`src/rtl/fp32_mul_service.sv`:
```
// Multi-cycle IEEE-754 binary32 multiplier (IDLE/UNPACK/MULT/NORM/ROUND), RNE, flush-to-zero.
// Optional sticky exception output enabled by defining CALC_EXCEPTION_EN.
module fp32_mul_service #(
   parameter int DATA_SIZE = 32
) (
   input  logic                 aclk,
   input  logic                 aresetn,
   input  logic [DATA_SIZE-1:0] a,
   input  logic [DATA_SIZE-1:0] b,
   input  logic                 start,
   output logic [DATA_SIZE-1:0] result,
   output logic                 busy,
`ifdef CALC_EXCEPTION_EN
   output logic                 exception,
`endif
   output logic [2:0]           dbg_state_o
);

   if (DATA_SIZE != 32) begin : g_size_check
      $error("fp32_mul_service supports DATA_SIZE == 32 only");
   end

   typedef enum logic [2:0] {S_IDLE, S_UNPACK, S_MULT, S_NORM, S_ROUND} state_t;

   // Handshake: start is accepted on a rising edge only while busy is low; busy
   // then stays high for four cycles and result is valid once busy has fallen.
   state_t             state_q, state_d;
   logic [31:0]        a_q, b_q;
   logic               sign_q;
   logic [7:0]         ea_q, eb_q;
   logic [23:0]        ma_q, mb_q;
   logic               nan_q, inv_q, inf_q, zero_q;
   logic [47:0]        prod_q;
   logic signed [9:0]  exp_q;
   logic [22:0]        frac_q;
   logic               guard_q, sticky_q;
   logic [31:0]        result_q, res_d;
   logic               busy_q;

   logic               a_zd, b_zd, a_inf, b_inf, a_nan, b_nan;
   logic               round_up;
   logic [23:0]        frac_rnd;
   logic signed [9:0]  exp_fin;

   assign a_zd  = (a_q[30:23] == 8'd0);
   assign b_zd  = (b_q[30:23] == 8'd0);
   assign a_inf = (a_q[30:23] == 8'hFF) && (a_q[22:0] == 23'd0);
   assign b_inf = (b_q[30:23] == 8'hFF) && (b_q[22:0] == 23'd0);
   assign a_nan = (a_q[30:23] == 8'hFF) && (a_q[22:0] != 23'd0);
   assign b_nan = (b_q[30:23] == 8'hFF) && (b_q[22:0] != 23'd0);

   always_comb begin
      state_d = state_q;
      case (state_q)
         S_IDLE:   if (start) state_d = S_UNPACK;
         S_UNPACK: state_d = S_MULT;
         S_MULT:   state_d = S_NORM;
         S_NORM:   state_d = S_ROUND;
         S_ROUND:  state_d = S_IDLE;
         default:  state_d = S_IDLE;
      endcase
   end

   // Carry out of the rounded fraction means 1.111.. rounded up to 10.000..; the
   // remaining fraction bits are already zero, so only the exponent moves.
   always_comb begin
      round_up = guard_q & (sticky_q | frac_q[0]);
      frac_rnd = {1'b0, frac_q} + {23'd0, round_up};
      exp_fin  = exp_q + (frac_rnd[23] ? 10'sd1 : 10'sd0);
      if (nan_q || inv_q)        res_d = 32'h7FC00000;
      else if (inf_q)            res_d = {sign_q, 8'hFF, 23'd0};
      else if (zero_q)           res_d = {sign_q, 31'd0};
      else if (exp_fin >= 10'sd255) res_d = {sign_q, 8'hFF, 23'd0};
      else if (exp_fin <= 10'sd0)   res_d = {sign_q, 31'd0};
      else                       res_d = {sign_q, exp_fin[7:0], frac_rnd[22:0]};
   end

`ifdef CALC_EXCEPTION_EN
   logic exc_q, exc_d;
   always_comb begin
      exc_d = 1'b0;
      if (nan_q)                                exc_d = 1'b0;
      else if (inv_q)                           exc_d = 1'b1;
      else if (inf_q || zero_q)                 exc_d = 1'b0;
      else if ((exp_fin >= 10'sd255) || (exp_fin <= 10'sd0)) exc_d = 1'b1;
   end

   always_ff @(posedge aclk or negedge aresetn) begin
      if (!aresetn)                exc_q <= 1'b0;
      else if (state_q == S_ROUND) exc_q <= exc_d;
   end

   assign exception = exc_q;
`endif

   always_ff @(posedge aclk or negedge aresetn) begin
      if (!aresetn) begin
         state_q  <= S_IDLE;
         busy_q   <= 1'b0;
         result_q <= 32'd0;
         a_q      <= 32'd0;
         b_q      <= 32'd0;
         sign_q   <= 1'b0;
         ea_q     <= 8'd0;
         eb_q     <= 8'd0;
         ma_q     <= 24'd0;
         mb_q     <= 24'd0;
         nan_q    <= 1'b0;
         inv_q    <= 1'b0;
         inf_q    <= 1'b0;
         zero_q   <= 1'b0;
         prod_q   <= 48'd0;
         exp_q    <= 10'sd0;
         frac_q   <= 23'd0;
         guard_q  <= 1'b0;
         sticky_q <= 1'b0;
      end else begin
         state_q <= state_d;
         busy_q  <= (state_d != S_IDLE);
         case (state_q)
            S_IDLE: begin
               if (start) begin
                  a_q <= a;
                  b_q <= b;
               end
            end
            S_UNPACK: begin
               sign_q <= a_q[31] ^ b_q[31];
               ea_q   <= a_q[30:23];
               eb_q   <= b_q[30:23];
               ma_q   <= {1'b1, a_q[22:0]};
               mb_q   <= {1'b1, b_q[22:0]};
               nan_q  <= a_nan | b_nan;
               inv_q  <= (a_inf & b_zd) | (b_inf & a_zd);
               inf_q  <= a_inf | b_inf;
               zero_q <= a_zd | b_zd;
            end
            S_MULT: begin
               prod_q <= {24'd0, ma_q} * {24'd0, mb_q};
               exp_q  <= $signed({2'b00, ea_q}) + $signed({2'b00, eb_q}) - 10'sd127;
            end
            S_NORM: begin
               if (prod_q[47]) begin
                  frac_q   <= prod_q[46:24];
                  guard_q  <= prod_q[23];
                  sticky_q <= |prod_q[22:0];
                  exp_q    <= exp_q + 10'sd1;
               end else begin
                  frac_q   <= prod_q[45:23];
                  guard_q  <= prod_q[22];
                  sticky_q <= |prod_q[21:0];
               end
            end
            S_ROUND: result_q <= res_d;
            default: ;
         endcase
      end
   end

   assign result      = result_q;
   assign busy        = busy_q;
   assign dbg_state_o = state_q;

endmodule

```
`config.mk`:
```
export PLATFORM = sky130hd
export DESIGN_NAME = fp32_mul_service
export DESIGN_NICKNAME = d
export VERILOG_FILES = /design/src/rtl/fp32_mul_service.sv
export SDC_FILE = /design/constraint.sdc
export NUM_CORES = 2
export LEC_CHECK = 0
export CORE_MARGIN = 2
export CORE_UTILIZATION = 45
export CTS_CLUSTER_SIZE = 10
export DETAILED_ROUTE_END_ITERATION = 8
export GPL_TIMING_DRIVEN = 0
export MAX_ROUTING_LAYER = met4
export PLACE_DENSITY_LB_ADDON = 0.3
export SLEW_MARGIN = 20
export SYNTH_ARGS = -nofsm -noshare
export SYNTH_HDL_FRONTEND = slang
export SYNTH_SLANG_ARGS = --single-unit
```
`constraint.sdc`:
```
create_clock -name aclk -period 7.69 [get_ports aclk]
set_input_delay 1.1535 -clock aclk [delete_from_list [all_inputs] [get_ports aclk]]
set_output_delay 1.1535 -clock aclk [all_outputs]
set_load 0.05 [all_outputs]
```
==> results.ini <==
[yosys]
synth_async_sr_flop_share_pct=100
yosysWarnings=0
ys_top_cells_by_area=fa_1, dfrtp_1, ha_1
ys_types=72
synth_top_area_share_pct=32.2
synth_edf_count=0
synthFlopType=dfrtp_1
yosysSeqAreaShare_pct=20.9
netlist_instances=3124
synth_top_area_cell=fa_1
synth-seq-cells=251
syn_area_sq_um=30000
avgSynthCellArea_sq_um=9.61
synth_nets=3868

[clocking]
cts_tree=built
post_cts_resized=24
cts-root-buf=clkbuf_16
clk_latency_ns=0.59
cts_hold_buf=0
clock_sinks=251
htreeDepth=1
clk_pin_slew_ns=0.06
cts-buffers-inserted=30
postCtsSetupBuffers=0
ctsLongestPathBuffers=3

[critical_path]
reg2reg_from=ma_q[0]
critPathTopFamily=adder cells
max_stage_delay_ns=0.77
cp_slowest_cell=clkbuf_1
timing.rr.end=prod_q[42]
criticalPathCategory=reg2reg
cp.arrival_ns=8.12
worstRegToRegCells=22
crit_path_end_kind=register
cp_num_buf_inv=5
start_kind=register
cpMostUsedCell=fa_1
crit_required_ns=8.16
crit_chain=clkbuf_1 > nand2_1 > fa_1 > fa_1 > fa_1 > inv_1 > fa_1 > fa_1 > fa_1 > inv_1 > fa_1 > inv_1 > ha_1 > clkbuf_1 > nand2_1 > o21bai_1 > nand2b_1 > o21ai_1 > o211ai_1 > and2_1 > o2111a_1 > a221o_1
ff2ff_setup_slack_ns=0.04
path_max_fanout=10

[die]
ioPinCount=103
rows=94
fp.dieH_um=262
die_x_um=262
start_util_pct=45.6
core_sq_um=65900
fp.dieArea_sq_um=68800

[placed_design]
placedInstanceArea_sq_um=32200
finalWeightedCongestion=0.972
port_buffers=102
hpwl_um=71700

[cells_and_area]
final_util_pct=50.4
drive_above_1_share_pct=8.29
areaGrowthSynthToFinish_pct=10.5
nets=4005
stdcell_area_sq_um=33200

[detailed_routing]
drt_iter0_drc=1631
ant_nets=0
vias=22400
drt_wl_total_um=87400
vias_per_cell=5.42
drc=0
wl_per_cell_um=21.1
first_pass_iters=5

[global_route]
first_global_vias=23400
overflow=0
grt_pass1_wl_um=136000
grt_usage_pct=26.5
grt_max_degree=88
antenna_found_initial=5

[timing]
hold_viol=0
rsz0062_at_grt=true
finalSetupTns_ns=0
setup_viol=0
min_period_ns=7.65
worst-slew-pin-transition_ns=1.17
slew-limit-headroom_pct=22.3
finalCritPeriodShare_pct=99.5
fin_skew_ns=0.0283
fmax_mhz=131
maxSlewViolCount=0
hold-worst-slack_ns=0.387

[hold_path]
min_path_type=in2async

[outcome]
status=finished clean

[run]
drv_cap=0

-- cells in the final DEF (no fill, tap or decap), types with 28 or more instances in the layout --
cell	netlist	routed
dfrtp_1	251	248
xor2_1	28	28
mux2_2	123	123
clkbuf_16	0	30
a21oi_1	77	77
nor2_1	55	55
clkbuf_1	138	77
fa_1	483	483
inv_1	569	569
nand2_1	436	436
o21ai_1	29	30
ha_1	194	194
xnor2_1	47	47
o21ai_0	86	85
and2_1	310	310
clkdlybuf4s50_1	0	101
clkbuf_2	0	61
-- cell families (layout without fill, tap and decap cells) --
group                    Yosys count  after routing  synth area share, %
XOR/XNOR                          75             75                 2.19
buffers and inverters            727            871                 9.18
AND/OR/NAND/NOR                  941            941                 15.5
other                              0              3                    0
flip-flops                       251            251                 20.9
AO/OA/AOI/OAI                    305            305                 6.48
adder cells (fa/ha/maj)          677            677                 40.3
multiplexers                     148            148                 5.44
-- routing by layer --
| layer | vias up | track usage (%) | wire length, um |
|---|---|---|---|
| met5 | - | - | 0 |
| met4 | 0 | 9.34 | 3730 |
| met3 | 201 | 3.45 | 6430 |
| met2 | 875 | 41.0 | 40400 |
| met1 | 11400 | 35.9 | 36900 |
| li1 | 9959 | - | - |
-- area by class of cell --
| type | instances | area, sq um |
|---|---|---|
| multi-input combinational | 2146 | 21000 |
| timing repair buffer | 105 | 1110 |
| antenna | 3 | 7.51 |
| sequential | 251 | 6280 |
| clock buffer | 36 | 803 |
| fill | 6192 | 32700 |
| clock inverter | 3 | 68.8 |
| inverter | 569 | 2140 |
| buffer | 158 | 704 |
| tap | 864 | 1080 |
-- sequential cells by signal, indices dropped and copies added (netlist names) --
register and cells:
prod_q 48, a_q 32, b_q 32, result 32
ma_q 24, frac_q 23, mb_q 23, exp_q 10
ea_q 8, eb_q 8, dbg_state_o 3, busy 1
guard_q 1, inf_q 1, inv_q 1, nan_q 1
sign_q 1, sticky_q 1, zero_q 1
-- how the worst max path moves through the flow --
stage,startpoint,endpoint,depth (start not counted)
6_report,ma_q[0],prod_q[42],22
3_3_place_gp,aresetn,prod_q[21],1
4_1_cts,ma_q[6],prod_q[42],22
3_5_place_dp,ma_q[13],prod_q[42],25
2_1_floorplan,ma_q[13],prod_q[45],24
5_1_grt,mb_q[12],prod_q[42],23
-- metrics by stage --
stage / instances / setup WS [ns]
6_report: 4135 / 0.0409
2_1_floorplan: 3124 / 1.20
3_3_place_gp: 4090 / -5.67
3_5_place_dp: 4093 / -0.193
5_1_grt: 4133 / -0.0295
4_1_cts: 4132 / 0.0102
-- cell usage after synthesis, types with 14 or more instances --
library cell,number
inv_1,569
fa_1,483
nand2_1,436
and2_1,310
dfrtp_1,251
ha_1,194
clkbuf_1,138
mux2_2,123
o21ai_0,86
a21oi_1,77
nor2_1,55
xnor2_1,47
o21ai_1,29
xor2_1,28
nand3_1,27
nand4_1,26
mux2i_1,25
a21o_1,19
nor3_1,19
nor4_1,17
and3_1,15
o21bai_1,15
buf_2,14
Power is left out: the tool's default activity adds up to more than one toggle a clock period on the data nets, which glitch-free logic cannot reach.
